$ cat config.mk
export PLATFORM = sky130hd
export DESIGN_NAME = sdram_arbiter
export DESIGN_NICKNAME = d
export VERILOG_FILES = /design/src/rtl/sdram_arbiter.sv
export SDC_FILE = /design/constraint.sdc
export NUM_CORES = 1
export LEC_CHECK = 0
export CAP_MARGIN = 5
export CORE_UTILIZATION = 42
export DETAILED_ROUTE_END_ITERATION = 8
export HOLD_SLACK_MARGIN = 0.15
export PLACE_DENSITY = 0.82
export SYNTH_ARGS = -nofsm -noshare
export SYNTH_HDL_FRONTEND = slang
export SYNTH_SLANG_ARGS = --single-unit
$ cat constraint.sdc
create_clock -name clk_100m -period 2.5 [get_ports clk_100m]
set_input_delay 0.625 -clock clk_100m [delete_from_list [all_inputs] [get_ports clk_100m]]
set_output_delay 0.625 -clock clk_100m [all_outputs]
set_load 0.03 [all_outputs]
$ cat src/rtl/sdram_arbiter.sv
// Two-port round-robin arbiter in front of an SDRAM controller; one transaction in flight at a time.
// Grant one cycle after a request seen in IDLE; a stalled transaction is aborted after TMO cycles.
module sdram_arbiter #(
  parameter int ADDR_W = 22,
  parameter int TMO    = 1000
) (
  input  logic              clk_100m,
  input  logic              rst,
  input  logic [1:0]        m_req,
  input  logic [1:0]        m_wr,
  input  logic [ADDR_W-1:0] m_addr0,
  input  logic [ADDR_W-1:0] m_addr1,
  input  logic [8:0]        m_bytes0,
  input  logic [8:0]        m_bytes1,
  output logic [1:0]        m_gnt,
  output logic [1:0]        m_done,
  output logic [1:0]        m_err,
  input  logic              sdram_init_done,
  input  logic              sdram_rd_ack,
  input  logic              sdram_wr_ack,
  output logic              sdram_rd_req,
  output logic              sdram_wr_req,
  output logic [ADDR_W-1:0] sdram_addr,
  output logic [8:0]        sdwr_bytes,
  output logic [8:0]        sdrd_bytes,
  output logic              arb_busy
);

  typedef enum logic [1:0] {IDLE, ISSUE, XFER, DONE} state_t;

  localparam logic [15:0] TMO_C = 16'(TMO);

  state_t            state_q, state_d;
  logic              last_q, last_d;
  logic              wr_q, wr_d;
  logic [15:0]       cnt_q, cnt_d;
  logic [1:0]        gnt_q, gnt_d;
  logic [1:0]        done_q, done_d;
  logic [1:0]        err_q, err_d;
  logic              rd_req_q, rd_req_d;
  logic              wr_req_q, wr_req_d;
  logic [ADDR_W-1:0] addr_q, addr_d;
  logic [8:0]        wrb_q, wrb_d;
  logic [8:0]        rdb_q, rdb_d;
  logic              busy_q, busy_d;

  logic              win_c;
  logic              wr_sel_c;
  logic [8:0]        bytes_sel_c;
  logic              ack_c;
  logic [15:0]       cnt_inc_c;
  logic              tmo_hit_c;

  always_comb begin
    win_c       = (m_req == 2'b11) ? ~last_q : m_req[1];
    wr_sel_c    = m_wr[win_c];
    bytes_sel_c = win_c ? m_bytes1 : m_bytes0;
    // only the ack matching the latched direction is ever looked at
    ack_c       = wr_q ? sdram_wr_ack : sdram_rd_ack;
    cnt_inc_c   = (cnt_q == 16'hFFFF) ? cnt_q : cnt_q + 16'd1;
    tmo_hit_c   = (cnt_inc_c >= TMO_C);
  end

  always_comb begin
    state_d  = state_q;
    last_d   = last_q;
    wr_d     = wr_q;
    cnt_d    = cnt_q;
    gnt_d    = gnt_q;
    done_d   = 2'b00;
    err_d    = 2'b00;
    rd_req_d = rd_req_q;
    wr_req_d = wr_req_q;
    addr_d   = addr_q;
    wrb_d    = wrb_q;
    rdb_d    = rdb_q;

    case (state_q)
      IDLE: begin
        if (sdram_init_done && (m_req != 2'b00)) begin
          state_d  = ISSUE;
          last_d   = win_c;
          wr_d     = wr_sel_c;
          cnt_d    = 16'd0;
          gnt_d    = win_c ? 2'b10 : 2'b01;
          rd_req_d = ~wr_sel_c;
          wr_req_d = wr_sel_c;
          addr_d   = win_c ? m_addr1 : m_addr0;
          wrb_d    = wr_sel_c ? bytes_sel_c : 9'd0;
          rdb_d    = wr_sel_c ? 9'd0 : bytes_sel_c;
        end
      end
      ISSUE, XFER: begin
        cnt_d = cnt_inc_c;
        // timeout wins over any ack seen on the same edge
        if (tmo_hit_c) begin
          state_d  = IDLE;
          err_d    = gnt_q;
          gnt_d    = 2'b00;
          rd_req_d = 1'b0;
          wr_req_d = 1'b0;
        end else if (state_q == ISSUE) begin
          if (ack_c) begin
            state_d  = XFER;
            rd_req_d = 1'b0;
            wr_req_d = 1'b0;
          end
        end else if (!ack_c) begin
          state_d = DONE;
          done_d  = gnt_q;
          gnt_d   = 2'b00;
        end
      end
      DONE: begin
        state_d = IDLE;
      end
      default: begin
        state_d = IDLE;
      end
    endcase

    busy_d = (state_d != IDLE);
  end

  always_ff @(posedge clk_100m or posedge rst) begin
    if (rst) begin
      state_q  <= IDLE;
      last_q   <= 1'b1;
      wr_q     <= 1'b0;
      cnt_q    <= 16'd0;
      gnt_q    <= 2'b00;
      done_q   <= 2'b00;
      err_q    <= 2'b00;
      rd_req_q <= 1'b0;
      wr_req_q <= 1'b0;
      addr_q   <= '0;
      wrb_q    <= 9'd0;
      rdb_q    <= 9'd0;
      busy_q   <= 1'b0;
    end else begin
      state_q  <= state_d;
      last_q   <= last_d;
      wr_q     <= wr_d;
      cnt_q    <= cnt_d;
      gnt_q    <= gnt_d;
      done_q   <= done_d;
      err_q    <= err_d;
      rd_req_q <= rd_req_d;
      wr_req_q <= wr_req_d;
      addr_q   <= addr_d;
      wrb_q    <= wrb_d;
      rdb_q    <= rdb_d;
      busy_q   <= busy_d;
    end
  end

  assign m_gnt        = gnt_q;
  assign m_done       = done_q;
  assign m_err        = err_q;
  assign sdram_rd_req = rd_req_q;
  assign sdram_wr_req = wr_req_q;
  assign sdram_addr   = addr_q;
  assign sdwr_bytes   = wrb_q;
  assign sdrd_bytes   = rdb_q;
  assign arb_busy     = busy_q;

endmodule

; ---- Word level (Yosys, flattened, before mapping)
; Cells that the tools add are included.
[word_totals]
in_bits = 71
ff_bits = 69
rom_bits = 0
n_memories = 0
latch_bits = 0
output_inout_bits = 49
word_cells = 74
ram_bits = 0
[op_classes]
muxes = 36
div_mod_pow = 0
bitwise_logic = 2
shift = 0
order_cmp = 2
n_mul = 0
n_addsub = 1
n_reduce_logical = 10
eq_ne = 10
[op_table]
columns = operator, n
row1 = $mux W16, 2
row2 = $mux W2, 16
row3 = $pmux W16 S2, 1
row4 = $mux W9, 3
row5 = $mux W22, 1
row6 = $add A16 B1 Y16 const B, 1
row7 = $eq A16 B16 Y1 const B, 1
row8 = $ge A16 B10 Y1 const B, 1
row9 = $ne A3 B3 Y1 const B, 4
row10 = $mux W1, 9
row11 = $reduce_and A4 Y1, 2
row12 = $eq A2 B2 Y1 const B, 3
row13 = $pmux W2 S3, 1
row14 = $reduce_bool A2 Y1, 3
row15 = $pmux W1 S2, 2
row16 = $pmux W2 S2, 1
row17 = $reduce_and A2 Y1, 2
row18 = $eq A2 B1 Y1 const B, 1
row19 = $logic_not A2 Y1, 1
row20 = $lt A1 B2 Y1 const B, 1
row21 = $ne A2 B2 Y1 const B, 1
row22 = $not A1 Y1, 2
row23 = $reduce_or A2 Y1, 1
row24 = $logic_and A1 B1 Y1, 1

; ---- Logic depth before layout (Yosys ltp)
; Gate-level depths: netlist of run 1.
[logic_depth]
ltp_word = 7
depth_mapped = 9

; ---- Least setup slack after synthesis of run 1
; No wires, ideal clock.
[synth_timing]
kind = register -> register
start = reg cnt_q[0]
end = reg state_q[1]
arrival_ns = 2.342
required_time_ns = 2.377
n_path_buf = 1
path_slack_ns = 0.035
setup_time_ns = 0.123
stages_incl_launch_ff = 10
path_cell_list = dfrtp_1 > ha_1 > nand4_2 > or4_1 > buf_6 > nand2_4 > mux2i_1 > a211oi_4 > and2_4 > o221a_1
[synth_between]
elab_chain_len = 5
[synth_lines]
columns = item, line_no
row1 = "start, declared", 36  ; logic [15:0] cnt_q, cnt_d;
row2 = "start signal, assigned", 144  ; cnt_q <= cnt_d;
row3 = $add A16 B1 Y16 or $eq A16 B16 Y1 (tied branches), 60  ; cnt_inc_c = (cnt_q == 16'hFFFF) ? cnt_q : cnt_q + 16'd1;
row4 = $mux W16 (*), 60
row5 = $ge A16 B10 Y1 (*), 61  ; tmo_hit_c = (cnt_inc_c >= TMO_C);
row6 = $mux W2 (*), 96  ; if (tmo_hit_c) begin
row7 = $pmux W2 S3 (*), 78  ; case (state_q)
row8 = named net state_d[1], 33  ; state_t state_q, state_d;
row9 = "end signal, assigned", 141  ; state_q <= state_d;
row10 = "end, declared", 33
; The timed path passes the listed nets; every way through them passes the cells marked *.
; A chain may end at the register's enable or synchronous reset.

; ---- Worst setup path after layout of run 1
[layout_timing]
start = reg cnt_q[1]
end = reg state_q[0]
; The elaborated chain is that of the path after synthesis.

==> results.sh, run 1 <==
export IMPL_ys_warn_count=0
export IMPL_fin_setup_tns_ns=0
export IMPL_synth_area_leaders="dfrtp_1, mux2i_1, nand2_1, o21ai_0, o31ai_1"
export IMPL_combPwrFrac_pct=53.2
export IMPL_vias=3513
export IMPL_rr_worst_depth=8
export IMPL_cp_cell_sequence="ha_1, nand4_2, a211o_1, or3_4, a2111oi_4, a211oi_4, and2_4, o221a_1"
export IMPL_critPathMaxFanout=5
export IMPL_r2r_slack_ns=0.1
export IMPL_synth_area_sq_um=3660
export IMPL_internal_power_uw=3470
export IMPL_slew_headroom_pct=71.4
export IMPL_synth_main_ff_cell="dfrtp_1"
export IMPL_grt_pass1_wl_mm=16.3
export IMPL_cts_buffer_depth=2
export IMPL_synth_nets=455
export IMPL_synth_edf_count=0
export IMPL_io_pins=120
export IMPL_fin_skew_ns=0.00872
export IMPL_grt_pass1_vias=3518
export IMPL_cts_tree="done"
export IMPL_insertion_delay_ns=0.35
export IMPL_r2r_start="cnt_q[1]$_DFFE_PP0P_"
export IMPL_r2r_end="state_q[0]$_DFF_PP0_"
export IMPL_dp_final_hpwl_mm=7.47
export IMPL_layout_cells_non_filler=628
export IMPL_drcViolationCount=0
export IMPL_synth_top_area_share_pct=46.5
export IMPL_power_density_nw_per_um2=1120
export IMPL_endpoint_kind="flop"
export IMPL_dp_cells=611
export IMPL_multi_input_area_sq_um=1800
export IMPL_drv_slew=0
export IMPL_fill_cells=636
export IMPL_antenna_found_initial=0
export IMPL_drt_total_wl_mm=9.99
export IMPL_cpMaxStageDelayCell="dfrtp_1"
export IMPL_first_pass_iters=5
export IMPL_max_freq_mhz=417
export IMPL_final_setup_viol_count=0
export IMPL_synth_most_common_cell="dfrtp_1"
export IMPL_min_period_over_period_pct=96.0
export IMPL_leakage_uw=0.00232
export IMPL_async_flop_share_pct=100
export IMPL_start_kind="flop"
export IMPL_layout_nets=593
export IMPL_die_area_sq_um=9090
export IMPL_clk_pin_slew_ns=0.07
export IMPL_worst_setup_path_type="flop to flop"
export IMPL_antenna_left=0
export IMPL_cpPeakStageDelay_ns=0.39
export IMPL_ys_types=53
export IMPL_grt_usage_pct=23.6
export IMPL_clockPowerShare_pct=17.3
export IMPL_grt_ovfl_total=0
export IMPL_htreeDepth=3
export IMPL_synth_ff_latch_count=69
export IMPL_swShare_pct=42.9
export IMPL_drive_above_1_share_pct=14.1
export IMPL_worstHoldPathCells=2
export IMPL_core_area_sq_um=8340
export IMPL_grt_max_degree=53
export IMPL_crit_arrival_ns=2.64
export IMPL_drt_vias_per_instance=5.59
export IMPL_syn2layout_area_growth_pct=47.8
export IMPL_status="complete, no violations"
export IMPL_hold_viol_final=0
export IMPL_root_buffer="clkbuf_8"
export IMPL_ys_seq_area_share_pct=47.2
export IMPL_synth_common_cells="dfrtp_1, nand2_1, o21ai_0"
export IMPL_fp_dieW_um=95.3
export IMPL_start_util_pct=43.9
export IMPL_total_power_uw=6070
export IMPL_core_rowCount=33
export IMPL_fp_dieH_um=95.3
export IMPL_worst_pin_slew_ns=0.426
export IMPL_place_congestion=0.939
export IMPL_cp_required_ns=2.74
export IMPL_port_buffers=119
export IMPL_hold_start="sdrd_bytes[0]$_DFFE_PP0P_"
export IMPL_min_to="sdrd_bytes[0]$_DFFE_PP0P_"
export IMPL_dr_first_iter_drc_count=261
export IMPL_netSwitchingPower_uw=2600
export IMPL_syn_area_per_cell_sq_um=9.63
export IMPL_holdWs_ns=0.474
export IMPL_drt_wirelength_per_cell_um=15.9
export IMPL_yosysTopAreaCell="dfrtp_1"
export IMPL_maxCapViolations=0
export IMPL_hold_class="flop to flop"
export IMPL_n_antenna_cell=0
export IMPL_cts_sinks=69
export IMPL_period_needed_ns=2.40
export IMPL_pwr_share_seq_pct=29.5
export IMPL_cts_made_buffers=9
export IMPL_syn_inst=380
export IMPL_vdd_ir_drop_max_mv=0.683
export IMPL_ff_latch_area_sq_um=1730
[registers in the layout, summed over array words and instances, names as in the netlist, 2 cells and up]
signal and count:
sdwr_bytes 9, state_q 2, cnt_q 16, sdrd_bytes 9, m_err 2, m_done 2
sdram_addr 22, m_gnt 2
[power groups by stage]
stage	Combinational [uW]	Clock, uW	Sequential [uW]
after floorplan	1140	0	2440
after global placement	3100	0	1780
after detailed placement	3200	0	1800
after CTS	3210	1070	1790
after global routing	3460	1110	1840
final	3230	1050	1790
[layout by cell type, fill, tap and decap left out, types with 3 or more instances in the layout]
cell type | netlist | final
ha_1 | 4 | 4
nand2_1 | 67 | 66
dfrtp_1 | 68 | 68
o31ai_1 | 21 | 21
or3_1 | 3 | 3
o22ai_1 | 3 | 3
buf_4 | 1 | 30
nand4_1 | 6 | 6
nor3_1 | 8 | 8
buf_12 | 0 | 3
a22o_1 | 4 | 4
mux2i_1 | 34 | 33
clkbuf_8 | 0 | 10
mux2_2 | 3 | 3
clkdlybuf4s50_1 | 0 | 119
nor2_1 | 12 | 12
inv_1 | 10 | 9
a21oi_1 | 11 | 11
nand3_1 | 10 | 10
o21ai_0 | 47 | 47
and3_1 | 4 | 4
[how the worst max path moves through the flow]
stage / startpoint / end / slack, ns / cells after the start
floorplan: cnt_q[0]$_DFFE_PP0P_ / state_q[1]$_DFF_PP0_ / 0.03 / 9
global placement: cnt_q[1]$_DFFE_PP0P_ / state_q[1]$_DFF_PP0_ / 0.11 / 8
detailed placement: cnt_q[1]$_DFFE_PP0P_ / state_q[1]$_DFF_PP0_ / 0.03 / 8
CTS: cnt_q[1]$_DFFE_PP0P_ / state_q[0]$_DFF_PP0_ / 0.01 / 8
global route: cnt_q[1]$_DFFE_PP0P_ / state_q[0]$_DFF_PP0_ / -0.00001 / 8
finish: cnt_q[1]$_DFFE_PP0P_ / state_q[0]$_DFF_PP0_ / 0.1 / 8
[worst max-delay path, delay by kind of cell (launching register included)]
| kind | cells | cell delay [ns] |
|---|---|---|
| simple gates | 3 | 0.72 |
| fa+ha+maj | 1 | 0.21 |
| compound gates | 4 | 0.98 |
| flops | 1 | 0.39 |
[final cells by class]
type                       count  share of cell area, %
clock inverter                 6                   1.73
sequential                    69                   31.9
multi-input combinational    276                   33.4
tap                          105                   2.43
clock buffer                  10                   2.54
timing repair buffer         152                   27.3
inverter                      10                  0.694
[stage by stage]
| step | cell area [sq um] | setup WS (ns) | utilization, % |
|---|---|---|---|
| after floorplan | 3660 | 0.0350 | - |
| after CTS | 5390 | 0.0130 | 64.7 |
| after global placement | 5160 | 0.108 | 61.9 |
| after detailed placement | 5160 | 0.0339 | 61.9 |
| final | 5410 | 0.0997 | 64.9 |
| after global routing | 5410 | -0.0000135 | 64.9 |
[layer usage]
layer / share of wire [%] / wire (um) / GRT usage (%) / vias to the layer above
li1: - / - / - / 1648
met2: 49 / 4930 / 39.3 / 173
met4: 2.7 / 272 / 11.6 / 0
met3: 7.7 / 771 / 6.78 / 27
met1: 40 / 4020 / 27.8 / 1665
met5: 0 / 0 / 0 / -
[what timing repair did]
action | CTS | global route
resized for setup | 0 | 2
setup endpoints to repair | 0 | 5
hold buffers | 0 | 0
buffers inserted | 0 | 1
[cells by family after synthesis]
| family | share of synthesized area (%) |
|---|---|
| compound gates | 20.2 |
| xor+xnor | 0.479 |
| fa+ha+maj | 1.37 |
| buf+inv | 4.07 |
| flops | 47.2 |
| mux | 10.2 |
| simple gates | 16.5 |
Power figures use the tool's default switching activity.
==> run 2: changes to the inputs <==
- ABC_AREA: not set -> 1
- CORE_UTILIZATION: 42 -> 41
- PLACE_DENSITY: 0.82 -> 0.81
==> run 2 against run 1 <==
Against the previous run: setup slack improved by 0.15 ns; final cell count grew 8.3%; power shrank 5.5%; wire length decreased by 0.68%.
==> results.sh, run 2 <==
export IMPL_synth_top_area_share_pct=49.0
export IMPL_hold_start="sdram_addr[7]$_DFFE_PP0P_"
export IMPL_ys_warn_count=0
export IMPL_layout_setup_ws_ns=0.254
export IMPL_endpoint_kind="flop"
export IMPL_core_rowCount=33
export IMPL_synth_most_common_cell="nand2_1"
export IMPL_yosysTopAreaCell="dfrtp_1"
export IMPL_dr_first_iter_drc_count=227
export IMPL_holdWs_ns=0.488
export IMPL_async_flop_share_pct=100
export IMPL_r2r_slack_ns=0.25
export IMPL_layout_common_cells="clkdlybuf4s50_1, nand2_1, o21ai_0"
export IMPL_cts_buffer_depth=2
export IMPL_first_pass_iters=5
export IMPL_maxCapViolations=0
export IMPL_drt_total_wl_mm=9.92
export IMPL_r2r_start="cnt_q[0]$_DFFE_PP0P_"
export IMPL_synth_common_cells="nand2_1, o21ai_0, dfrtp_1"
export IMPL_grt_pass1_vias=3337
export IMPL_fp_dieW_um=94.0
export IMPL_slew_headroom_pct=75.1
export IMPL_min_to="sdram_addr[7]$_DFFE_PP0P_"
export IMPL_cts_setup_buffers=0
export IMPL_syn2layout_area_growth_pct=45.3
export IMPL_ff_latch_area_sq_um=1730
export IMPL_power_density_nw_per_um2=1140
export IMPL_place_congestion=0.868
export IMPL_multi_input_area_sq_um=1530
export IMPL_synth_edf_count=0
export IMPL_hold_class="flop to flop"
export IMPL_drt_wirelength_per_cell_um=14.6
export IMPL_synth_ff_latch_count=69
export IMPL_core_area_sq_um=8220
export IMPL_syn_inst=446
export IMPL_post_cts_resize_count=0
export IMPL_start_kind="flop"
export IMPL_fin_setup_tns_ns=0
export IMPL_max_freq_mhz=445
export IMPL_grt_ovfl_total=0
export IMPL_vdd_ir_drop_max_mv=0.728
export IMPL_antenna_left=0
export IMPL_insertion_delay_ns=0.36
export IMPL_hold_viol_final=0
export IMPL_worst_pin_slew_ns=0.374
export IMPL_antenna_found_initial=0
export IMPL_dp_final_hpwl_mm=7.23
export IMPL_start_util_pct=42.3
export IMPL_root_buffer="clkbuf_8"
export IMPL_die_area_sq_um=8840
export IMPL_fp_dieH_um=94.0
export IMPL_leakage_uw=0.00232
export IMPL_grt_usage_pct=23.8
export IMPL_synth_area_sq_um=3470
export IMPL_cts_made_buffers=9
export IMPL_vias=3497
export IMPL_drv_slew=0
export IMPL_cp_required_ns=2.73
export IMPL_drcViolationCount=0
export IMPL_syn_area_per_cell_sq_um=7.78
export IMPL_pre_cts_slack_ns=0.129
export IMPL_cpMaxStageDelayCell="dfrtp_1"
export IMPL_synth_nets=521
export IMPL_rsz0062_at_grt="false"
export IMPL_largest_reg_flops=22
export IMPL_drive_above_1_share_pct=6.43
export IMPL_path_common_cell="nand2_1"
export IMPL_min_period_over_period_pct=89.8
export IMPL_port_buffers=119
export IMPL_fill_cells=677
export IMPL_period_needed_ns=2.25
export IMPL_cts_tree="done"
export IMPL_n_antenna_cell=0
export IMPL_r2r_end="arb_busy$_DFF_PP0_"
export IMPL_final_setup_viol_count=0
export IMPL_grt_max_degree=70
export IMPL_worstHoldPathCells=2
export IMPL_cp_cell_sequence="ha_1, nand2_1, nor2_1, nand2_1, inv_2, nand2_2, nand2_1, nand3_1, nor2_2, nor2_4, a21oi_2, nand3_1"
export IMPL_post_route_util_pct=61.4
export IMPL_layout_nets=645
export IMPL_ys_seq_area_share_pct=49.8
export IMPL_fin_skew_ns=0.0108
export IMPL_io_pins=120
export IMPL_rr_worst_depth=12
export IMPL_drt_vias_per_instance=5.14
export IMPL_ys_types=26
export IMPL_cts_sinks=69
export IMPL_cts_hold_buf=0
export IMPL_final_common_cell="clkdlybuf4s50_1"
export IMPL_crit_arrival_ns=2.47
export IMPL_htreeDepth=3
export IMPL_synth_area_leaders="dfrtp_1, nand2_1, o21ai_0, nor2_1, nand3_1"
export IMPL_status="complete, no violations"
export IMPL_worst_setup_path_type="flop to flop"
export IMPL_critPathMaxFanout=10
export IMPL_cpPeakStageDelay_ns=0.44
export IMPL_clk_pin_slew_ns=0.07
export IMPL_grt_pass1_wl_mm=16.1
export IMPL_synth_main_ff_cell="dfrtp_1"
==> run 2: cell types whose count changed in the layout (fill, tap and decap cells not counted), sizes merged, moves of 24 or more <==
cell / previous run / this run
mux2i: 34 / 9
buf: 33 / 9
nor2: 12 / 58
o21ai: 47 / 78
nand2: 68 / 114
inv: 12 / 40
==> run 2: metal layers <==
metal | GRT usage [%] | up-vias | routed length [um]
met5 | 0 | - | 0
met4 | 6.41 | 0 | 157
met3 | 7.61 | 13 | 712
met1 | 30.1 | 1667 | 4240
li1 | - | 1695 | -
met2 | 39.2 | 122 | 4810
==> run 2: critical path, delay by kind of cell (launching register included) <==
kind,cells,cell delay (ns)
simple gates,9,1.16
flops,1,0.44
fa+ha+maj,1,0.30
compound gates,1,0.14
buf+inv,1,0.07
==> run 2: how the worst max path moves through the flow <==
stage	start	endpoint	slack, ns	cells after the start
finish	cnt_q[0]$_DFFE_PP0P_	arb_busy$_DFF_PP0_	0.25	12
global route	cnt_q[0]$_DFFE_PP0P_	sdram_rd_req$_DFFE_PP0P_	0.03	14
CTS	cnt_q[0]$_DFFE_PP0P_	arb_busy$_DFF_PP0_	0.27	12
detailed placement	m_req[0]	sdrd_bytes[1]$_DFFE_PP0P_	0.13	8
global placement	m_req[0]	wr_q$_DFFE_PP0P_	0.18	9
floorplan	rst	arb_busy$_DFF_PP0_	0.14	1
==> run 2: metrics by stage <==
stage               area [sq um]  cells  total power (uW)
floorplan                   3470    446              3450
global placement            4830    664              4620
detailed placement          4830    664              4700
CTS                         5040    680              5740
global route                5040    680              6060
finish                      5040    680              5730
==> run 2: final cells by class <==
class,count,area share [%]
Sequential cell,69,34.3
Inverter,41,3.05
Clock buffer,13,2.95
Tap cell,105,2.60
Multi-Input combinational cell,321,30.3
Clock inverter,3,1.36
Timing Repair Buffer,128,25.4
==> run 2: logic make-up (layout without fill, tap and decap cells) <==
| family | Yosys count | count (layout) | share of synthesized area [%] |
|---|---|---|---|
| XOR/XNOR | 5 | 5 | 1.26 |
| flip-flops | 69 | 69 | 49.8 |
| adder cells (fa/ha/maj) | 4 | 4 | 1.44 |
| buffers and inverters | 56 | 185 | 6.16 |
| multiplexers | 9 | 9 | 2.59 |
| AND/OR/NAND/NOR | 219 | 219 | 26.4 |
| AO/OA/AOI/OAI | 84 | 84 | 12.4 |
==> run 2: where the power goes <==
| group | internal [uW] | leakage, uW | total [uW] | switching [uW] |
|---|---|---|---|---|
| sequential | 1540 | 0.000891 | 1840 | 301 |
| clock | 593 | 0.000108 | 1030 | 433 |
| combinational | 1110 | 0.00132 | 2860 | 1750 |
